[config.mk]
export PLATFORM = sky130hd
export DESIGN_NAME = uart_echo_core
export DESIGN_NICKNAME = d
export VERILOG_FILES = /design/src/rtl/uart_echo_core_pkg.sv /design/src/rtl/uart_echo_core_tx.sv /design/src/rtl/uart_echo_core.sv
export SDC_FILE = /design/constraint.sdc
export NUM_CORES = 1
export LEC_CHECK = 0
export BUFFER_PORTS_ARGS = -buffer_cell sky130_fd_sc_hd__buf_2
export CAP_MARGIN = 0
export CORE_MARGIN = 10
export CORE_UTILIZATION = 35
export CTS_CLUSTER_SIZE = 12
export DETAILED_ROUTE_END_ITERATION = 8
export HOLD_SLACK_MARGIN = 0.1
export PLACE_DENSITY = 0.54
export REMOVE_ABC_BUFFERS = 1
export SKIP_CTS_REPAIR_TIMING = 1
export SYNTH_ARGS = -nofsm -noshare
export SYNTH_HDL_FRONTEND = slang
export SYNTH_SLANG_ARGS = --single-unit
[constraint.sdc]
create_clock -name clk -period 2.2 [get_ports clk]
set_input_delay 0.22 -clock clk [delete_from_list [all_inputs] [get_ports clk]]
set_output_delay 0.22 -clock clk [all_outputs]
set_load 0.02 [all_outputs]
[src/rtl/uart_echo_core_pkg.sv]
// Shared state encodings and divider arithmetic for the UART echo core.
package uart_pkg;

  typedef logic [1:0] state_t;

  localparam state_t StIdle  = 2'd0;
  localparam state_t StStart = 2'd1;
  localparam state_t StData  = 2'd2;
  localparam state_t StStop  = 2'd3;

  function automatic int unsigned bit_div(input int unsigned clk_freq,
                                          input int unsigned baudrate);
    return clk_freq / baudrate;
  endfunction

  function automatic int unsigned sample_div(input int unsigned bdiv,
                                             input int unsigned nsamples);
    return bdiv / nsamples;
  endfunction

  function automatic int unsigned cnt_width(input int unsigned bdiv);
    return (bdiv > 1) ? $clog2(bdiv) : 1;
  endfunction

endpackage

[src/rtl/uart_echo_core_tx.sv]
// 8N1 transmitter: START, 8 data bits LSB first, STOP; each bit lasts BIT_DIV cycles.
module uart_tx
  import uart_pkg::*;
#(
  parameter int unsigned BIT_DIV = 5208
) (
  input  logic       clk,
  input  logic       rst,
  input  logic       load,
  input  logic [7:0] data,
  output logic       busy,
  output logic       tx,
  output logic       done
);

  localparam int unsigned CntW = cnt_width(BIT_DIV);
  localparam logic [CntW-1:0] BitLast = CntW'(BIT_DIV - 1);

  state_t          state_q;
  logic [CntW-1:0] cnt_q;
  logic [7:0]      shreg_q;
  logic [2:0]      bit_idx_q;
  logic            bit_end;
  logic            last_stop;
  logic            accept;

  assign bit_end   = (cnt_q == BitLast);
  assign last_stop = (state_q == StStop) && bit_end;
  // Free during the final stop cycle so a waiting byte starts with no idle gap.
  assign busy      = (state_q != StIdle) && !last_stop;
  assign accept    = load && !busy;
  assign done      = last_stop;

  always_comb begin
    tx = 1'b1;
    case (state_q)
      StStart: tx = 1'b0;
      StData:  tx = shreg_q[0];
      default: tx = 1'b1;
    endcase
  end

  always_ff @(posedge clk or posedge rst) begin
    if (rst) begin
      state_q   <= StIdle;
      cnt_q     <= '0;
      shreg_q   <= '0;
      bit_idx_q <= '0;
    end else if (accept) begin
      state_q   <= StStart;
      cnt_q     <= '0;
      shreg_q   <= data;
      bit_idx_q <= '0;
    end else if (state_q != StIdle) begin
      if (!bit_end) begin
        cnt_q <= cnt_q + CntW'(1);
      end else begin
        cnt_q <= '0;
        case (state_q)
          StStart: state_q <= StData;
          StData: begin
            shreg_q   <= {1'b0, shreg_q[7:1]};
            bit_idx_q <= bit_idx_q + 3'd1;
            if (bit_idx_q == 3'd7) state_q <= StStop;
          end
          default: state_q <= StIdle;
        endcase
      end
    end
  end

endmodule

[src/rtl/uart_echo_core.sv]
// UART 8N1 receiver with majority-vote oversampling; every good byte is echoed on tx.
module uart_echo_core
  import uart_pkg::*;
#(
  parameter int unsigned CLK_FREQ      = 100_000_000,
  parameter int unsigned BAUDRATE      = 19200,
  parameter int unsigned NO_RX_SAMPLES = 5
) (
  input  logic       clk,
  input  logic       rst,
  input  logic       rx_in,
  output logic [7:0] rx_data,
  output logic       rx_data_ready,
  output logic       rx_sample_clk,
  output logic       tx_data_out,
  output logic       tx_data_done
);

  localparam int unsigned BitDiv    = bit_div(CLK_FREQ, BAUDRATE);
  localparam int unsigned SampleDiv = sample_div(BitDiv, NO_RX_SAMPLES);
  localparam int unsigned CntW      = cnt_width(BitDiv);
  localparam int unsigned SampW     = $clog2(NO_RX_SAMPLES + 1);
  localparam logic [CntW-1:0]  SampLast = CntW'(SampleDiv - 1);
  localparam logic [CntW-1:0]  SampHalf = CntW'(SampleDiv / 2);
  localparam logic [SampW-1:0] SampMax  = SampW'(NO_RX_SAMPLES - 1);
  localparam logic [SampW-1:0] Majority = SampW'(NO_RX_SAMPLES / 2);

  logic [1:0]       sync_q;
  logic             rx_prev_q;
  logic             rx_s;
  logic             fall;
  state_t           rx_state_q;
  logic [CntW-1:0]  scnt_q;
  logic [SampW-1:0] samp_idx_q;
  logic [SampW-1:0] ones_q;
  logic [SampW-1:0] ones_total;
  logic [2:0]       bit_idx_q;
  logic [7:0]       shreg_q;
  logic [7:0]       rx_data_q;
  logic             ready_q;
  logic             tick;
  logic             last_sample;
  logic             vote;
  logic [7:0]       buf_data_q;
  logic             buf_valid_q;
  logic             tx_busy;
  logic             take;

  assign rx_s        = sync_q[1];
  assign fall        = rx_prev_q && !rx_s;
  assign tick        = (rx_state_q != StIdle) && (scnt_q == SampLast);
  assign last_sample = (samp_idx_q == SampMax);
  assign ones_total  = ones_q + SampW'(rx_s);
  assign vote        = (ones_total > Majority);

  assign rx_data       = rx_data_q;
  assign rx_data_ready = ready_q;
  assign rx_sample_clk = tick;

  always_ff @(posedge clk or posedge rst) begin
    if (rst) begin
      sync_q    <= 2'b11;
      rx_prev_q <= 1'b1;
    end else begin
      sync_q    <= {sync_q[0], rx_in};
      rx_prev_q <= rx_s;
    end
  end

  always_ff @(posedge clk or posedge rst) begin
    if (rst) begin
      rx_state_q <= StIdle;
      scnt_q     <= '0;
      samp_idx_q <= '0;
      ones_q     <= '0;
      bit_idx_q  <= '0;
      shreg_q    <= '0;
      rx_data_q  <= '0;
      ready_q    <= 1'b0;
    end else begin
      ready_q <= 1'b0;
      if (rx_state_q == StIdle) begin
        // Half-period preload centres the samples within each bit.
        if (fall) begin
          scnt_q     <= SampHalf;
          samp_idx_q <= '0;
          ones_q     <= '0;
          rx_state_q <= StStart;
        end
      end else if (!tick) begin
        scnt_q <= scnt_q + CntW'(1);
      end else begin
        scnt_q <= '0;
        if (!last_sample) begin
          samp_idx_q <= samp_idx_q + SampW'(1);
          ones_q     <= ones_total;
        end else begin
          samp_idx_q <= '0;
          ones_q     <= '0;
          case (rx_state_q)
            StStart: begin
              bit_idx_q  <= '0;
              rx_state_q <= vote ? StIdle : StData;
            end
            StData: begin
              shreg_q   <= {vote, shreg_q[7:1]};
              bit_idx_q <= bit_idx_q + 3'd1;
              if (bit_idx_q == 3'd7) rx_state_q <= StStop;
            end
            default: begin
              if (vote) begin
                rx_data_q <= shreg_q;
                ready_q   <= 1'b1;
              end
              rx_state_q <= StIdle;
            end
          endcase
        end
      end
    end
  end

  assign take = buf_valid_q && !tx_busy;

  // A take in the same cycle as a write leaves the buffer empty.
  always_ff @(posedge clk or posedge rst) begin
    if (rst) begin
      buf_data_q  <= '0;
      buf_valid_q <= 1'b0;
    end else begin
      if (ready_q) buf_data_q <= rx_data_q;
      if (take) begin
        buf_valid_q <= 1'b0;
      end else if (ready_q) begin
        buf_valid_q <= 1'b1;
      end
    end
  end

  uart_tx #(
    .BIT_DIV(BitDiv)
  ) u_tx (
    .clk  (clk),
    .rst  (rst),
    .load (take),
    .data (buf_data_q),
    .busy (tx_busy),
    .tx   (tx_data_out),
    .done (tx_data_done)
  );

endmodule

=== Word-level counts from Yosys, hierarchy flattened ===
Cells that the tools add are included.

* Flip-flop bits (word level): 79
* Bits of input ports: 3
* Logic and storage cells: 107

* Add/sub/neg operators: 6
* Order comparisons: 1
* Eq/ne operators: 13
* Multiplexer cells: 42
* Bitwise logic cells: 2
* Reduce and logical (&&, ||, !) cells: 27

{| class="wikitable"
|+ Operators by type and width
! operator !! number
|-
| two-way mux 13 bit || 6
|-
| two-way mux 3 bit || 11
|-
| two-way mux 8 bit || 4
|-
| adder 13 x 1 -> 13 bit, second input constant || 2
|-
| two-way mux 2 bit || 10
|-
| nonzero test 2 bit || 9
|-
| equality test 13 x 11 -> 1 bit, second input constant || 1
|-
| equality test 13 bit, second input constant || 1
|-
| AND reduction 4 bit || 3
|-
| adder 3 x 1 -> 3 bit, second input constant || 3
|-
| equality test 3 bit, second input constant || 3
|-
| case mux 2 bit (2 select lines) || 2
|-
| two-way mux 1 bit || 7
|-
| equality test 2 bit, second input constant || 3
|-
| logical AND 1 bit || 6
|-
| case mux 3 bit (2 select lines) || 1
|-
| AND reduction 3 bit || 2
|-
| AND reduction 5 bit || 1
|-
| equality test 2 x 1 -> 1 bit, second input constant || 2
|-
| adder 3 x 1 -> 3 bit || 1
|-
| greater-than comparator 3 x 2 -> 1 bit, second input constant || 1
|-
| zero test 1 bit || 3
|-
| != test 3 x 1 -> 1 bit, second input constant || 1
|-
| != test 3 bit, second input constant || 1
|-
| 6 further kinds || 7
|}

=== Longest topological paths before layout ===
* Depth after elaboration: 9
* Depth in mapped cells: 8
* Depth with buffers taken out: 7

=== Cells and area by module ===
From an unflattened synthesis, not the netlist that was laid out.

* Cells, all modules: 375
* Area, all modules: 4076.4 um2

{| class="wikitable"
|+ By module, submodules not included
! module !! times used !! cells each !! area an instance (um2)
|-
| uart_echo_core || 1 || 216 || 2526.2
|-
| uart_tx || 1 || 159 || 1550.2
|}

=== Least setup slack after synthesis ===
OpenSTA, ideal clock, no wires.

* Kind: register to register
* Start: register rx_state_q[0]
* End: register rx_data_q[0] (netlist: rx_data[0])
* Setup time: 0.125 ns
* Arrival: 2.118 ns
* Required time: 2.075 ns
* Path slack: -0.042 ns
* Cell stages (with the launch flop): 8
* Buffers on the path: 1
* Period minus slack after synthesis: 2.242 ns
* Path through: dfrtp_1 -> inv_1 -> ha_1 -> nor4_1 -> nand4_1 -> buf_2 -> nor4b_4 -> mux2_2

* Longest elaborated chain between the ends: 4
* Elaborated cells on any way between the ends: 9
* Classes of those cells: 2 x eq/ne; 2 x bitwise; 5 x reduce/logical

{| class="wikitable"
|+ Ends and longest elaborated chain
! element !! line !! RTL
|-
| from (decl) || uart_echo_core.sv:32 || <nowiki>state_t rx_state_q;</nowiki>
|-
| from (signal assigned) || uart_echo_core.sv:72 || <nowiki>rx_state_q <= StIdle;</nowiki>
|-
| from (signal assigned) || uart_echo_core.sv:88 || <nowiki>rx_state_q <= StStart;</nowiki>
|-
| from (signal assigned) || uart_echo_core.sv:103 || <nowiki>rx_state_q <= vote ? StIdle : StData;</nowiki>
|-
| equality test 2 bit or equality test 2 x 1 -> 1 bit (tied branches) || uart_echo_core.sv:100 || <nowiki>case (rx_state_q)</nowiki>
|-
| OR reduction 2 bit (no source line) || n/a ||
|-
| inverter 1 bit (no source line) || n/a ||
|-
| AND reduction 5 bit (no source line) * || n/a ||
|-
| to (signal assigned) || uart_echo_core.sv:112 || <nowiki>rx_data_q <= shreg_q;</nowiki>
|-
| to (decl) || uart_echo_core.sv:39 || <nowiki>logic [7:0] rx_data_q;</nowiki>
|}

Every way passes the cells marked *; elsewhere a longest branch is shown, timed or not.
A chain may end at the register's enable or synchronous reset.

=== Final worst setup path ===
* Start: register u_tx.cnt_q[7]
* End: output port tx_data_done

* Longest elaborated chain between the ends: 2

{| class="wikitable"
|+ Ends and longest elaborated chain
! element !! line !! RTL
|-
| from (decl) || uart_echo_core_tx.sv:20 || <nowiki>logic [CntW-1:0] cnt_q;</nowiki>
|-
| from (signal assigned) || uart_echo_core_tx.sv:56 || <nowiki>cnt_q <= cnt_q + CntW'(1);</nowiki>
|-
| equality test 13 bit || uart_echo_core_tx.sv:27 || <nowiki>assign bit_end = (cnt_q == BitLast);</nowiki>
|-
| logical AND 1 bit || uart_echo_core_tx.sv:28 || <nowiki>assign last_stop = (state_q == StStop) && bit_end;</nowiki>
|-
| to (decl) || uart_echo_core.sv:16 || <nowiki>output logic tx_data_done</nowiki>
|}

Every way passes these cells.

==> impl_metrics.toml <==
[setup_path]
arrival_ps = 1900
regToRegEndpoint = "rx_data[0]$_DFFE_PP0P_"
rrSetupSlack_ps = 120
reg2reg_from = "sync_q[1]$_DFF_PP1_"
cp_cell_sequence = "or4b_4 > nor3_2 > and2_1 > buf_2"
critPathBufInv = 1
cp.depth = 4
cpPeakStageDelay_ps = 610
startpoint_type = "register"
worst_ep_required_time_ps = 1980
endpoint_kind = "primary output"
worstRegToRegCells = 8
cp_top_family = "simple AND/OR/NAND/NOR gates"
critPathSlowestCell = "or4b_4"
worst-path-max-fanout = 5
endpoint = "tx_data_done"
worstSetupPathType = "reg -> out"
startpoint = "u_tx.cnt_q[7]$_DFFE_PP0P_"

[synthesis]
synthArstFlopShare_pct = 100
yosys_warnings = 0
yosysTopAreaCell = "dfrtp_1"
synth_ff_type = "dfrtp_1"
ys_seq_elements = 79
synth_common_cells = "dfrtp_1 (76), nand2_1 (29), mux2_2 (26)"
netlist.area_leader.share_pct = 46.6
yosysMostFrequentCell = "dfrtp_1"
syn_inst = 379
synth-edff-count = 0
synth_area_per_cell_um2 = 10.8
synth_cell_type_count = 56
synth_seq_area_share_pct = 48.6
synthTopCellsByArea = "dfrtp_1 (47%), mux2_2 (7.2%), ha_1 (5.8%)"
synth_area_um2 = 4080

[sta]
hold_slack_ps = 356
worstMarginPinSlew_ps = 591
worst_clock_skew_ps = 7.40
post-route-min-period_ps = 2120
maxSlewViolCount = 0
slew_headroom_pct = 60.6
setup_slack_ps = 78.9
period_share_pct = 96.4
fmax_ghz = 0.471
setup_violations = 0
fin_setup_tns_ps = 0
hold_viol = 0

[global_route]
grt_pass1_vias = 3157
met1_usage_pct = 13.2
busiest_layer = "met2"
gr-usage-met2_pct = 18.6
grt_max_degree = 36
grt_pass1_wl_um = 14900
grt_use_total_pct = 10.9
grt-ovfl-total = 0
antenna_found_initial = 0
use_met3_pct = 3.23

[power]
switchingPower_mw = 0.955
pwr-share-seq_pct = 45.3
finalPower_mw = 3.60
netSwitchingFraction_pct = 26.5
p_clk_share_pct = 40.4
leakage_nw = 2.33
powerDensity_nw_per_um2 = 739
comb_power_share_pct = 14.3
power.internal_mw = 2.65
vdd_drop_max_mv = 0.480

[floorplan]
io_pins = 15
initial_core_util_pct = 35.7
coreArea_um2 = 11400
die_y_um = 128
die_w_um = 128
fp-row-count = 39
die_area_um2 = 16400

[final_layout]
layout.nets = 445
n_antenna_cell = 0
drive_gt1_share_pct = 25.7
syn_to_final_growth_pct = 19.6

[cts]
cts_max_level = 3
cts_sinks = 79
insertion_delay_ps = 330
cts_tree = "built"
cts_root_buffer = "clkbuf_16"
cts_buffers = 9
cts_buffer_depth = 2
path_clk_slew_ps = 60

[min_path]
hp-class = "reg -> reg"

[routing]
routedWlPerCell_um = 15.0
drt_wl_total_um = 8550
ant_nets = 0
vias = 3070
drt_iter0_drc = 219
viasPerCell = 5.38
dr.pass1.iters = 4
drc_errors = 0

[place]
dp_slack_ps = 10.4
gp_congestion = 0.802
hpwl_um = 6130
io_buffers = 14

[outcome]
outcome = "complete, no violations"

[run]
max_cap_violations = 0
[area by class of cell]
cell class,instances,area (um2)
clock buffer,12,246
clock inverter,4,47.5
fill,1092,6540
inverter,19,72.6
multi-input combinational,264,2000
sequential,79,1980
tap,143,179
timing repair buffer,50,349
[sequential cells by signal (all words and copies together) (netlist names), 2 cells and up]
signal          flops
scnt_q             13
u_tx.cnt_q         13
buf_data_q          8
rx_data             8
shreg_q             8
u_tx.shreg_q        8
bit_idx_q           3
ones_q              3
samp_idx_q          3
u_tx.bit_idx_q      3
rx_state_q          2
sync_q              2
u_tx.state_q        2
[per-stage QoR]
stage	instance area [um2]	utilization [%]	instances
after global routing	4880	42.7	571
after detailed placement	4480	39.3	551
after floorplan	3990	-	362
after global placement	4480	39.3	551
final	4880	42.7	571
after CTS	4780	41.8	567
[power by group through the flow]
stage / clock [mW] / combinational (mW) / sequential (mW)
after global routing: 1.56 / 0.594 / 1.64
after CTS: 1.51 / 0.503 / 1.62
after global placement: 0 / 0.490 / 1.64
final: 1.46 / 0.516 / 1.63
after detailed placement: 0 / 0.502 / 1.64
after floorplan: 0 / 0.327 / 1.63
[metal layers]
metal	up-vias	share of wire (%)
met1	1528	47
met3	9	2.9
met5	-	0
li1	1492	-
met4	0	0.84
met2	41	49
[layout by cell type, fill, tap and decap left out, drive strengths merged, types with 3 or more instances in the layout]
| cell | Yosys | layout |
|---|---|---|
| dfrtp | 76 | 76 |
| buf | 8 | 48 |
| nand2 | 29 | 29 |
| mux2 | 26 | 26 |
| o21ai | 21 | 21 |
| nor2 | 20 | 20 |
| ha | 19 | 19 |
| inv | 18 | 17 |
| a21oi | 14 | 14 |
| clkbuf | 9 | 12 |
| nand4 | 11 | 11 |
| nand3 | 11 | 11 |
| a31oi | 10 | 10 |
| a22oi | 9 | 9 |
| nand2b | 7 | 7 |
| o32a | 7 | 7 |
| o211ai | 7 | 7 |
| mux2i | 5 | 5 |
| xnor2 | 5 | 5 |
| nor3 | 5 | 5 |
| nor4b | 5 | 5 |
| or3 | 4 | 4 |
| and2 | 4 | 4 |
| nor4 | 4 | 4 |
| clkinv | 1 | 4 |
| a41oi | 3 | 3 |
| nor2b | 3 | 3 |
| xor2 | 3 | 3 |
| dfstp | 3 | 3 |
| and3 | 3 | 3 |
| o41ai | 3 | 3 |
[worst reg2reg max path, cell delays in order (launching register included)]
cell and delay [ps]:
dfstp_2 550, ha_1 150, ha_2 170, xnor2_1 80
a21boi_0 140, buf_4 160, nor4b_4 210, buf_6 170
mux2_2 330
[cells by family (layout without fill, tap and decap cells)]
| group | after synthesis | in the layout | synth area share, % |
|---|---|---|---|
| and+or+nand+nor | 119 | 119 | 16.3 |
| adders and majority gates | 19 | 19 | 5.83 |
| AOI/OAI and AO/OA | 87 | 87 | 15.3 |
| buffers and inverters | 36 | 85 | 3.83 |
| DFF | 79 | 79 | 48.6 |
| xor gates and xnor gates | 8 | 8 | 1.72 |
| muxes | 31 | 31 | 8.40 |
[worst min-delay path by stage]
stage	from	endpoint	slack (ps)	cells past startpoint
after detailed placement	rst	u_tx.cnt_q[9]$_DFFE_PP0P_	320	2
final	sync_q[0]$_DFF_PP1_	sync_q[1]$_DFF_PP1_	360	0
after floorplan	rx_in	sync_q[0]$_DFF_PP1_	220	0
after global placement	rst	u_tx.cnt_q[9]$_DFFE_PP0P_	320	2
after CTS	rst	scnt_q[5]$_DFFE_PP0P_	-50	2
after global routing	sync_q[0]$_DFF_PP1_	sync_q[1]$_DFF_PP1_	360	0
Note: power is estimated with default switching activity, not from simulation.
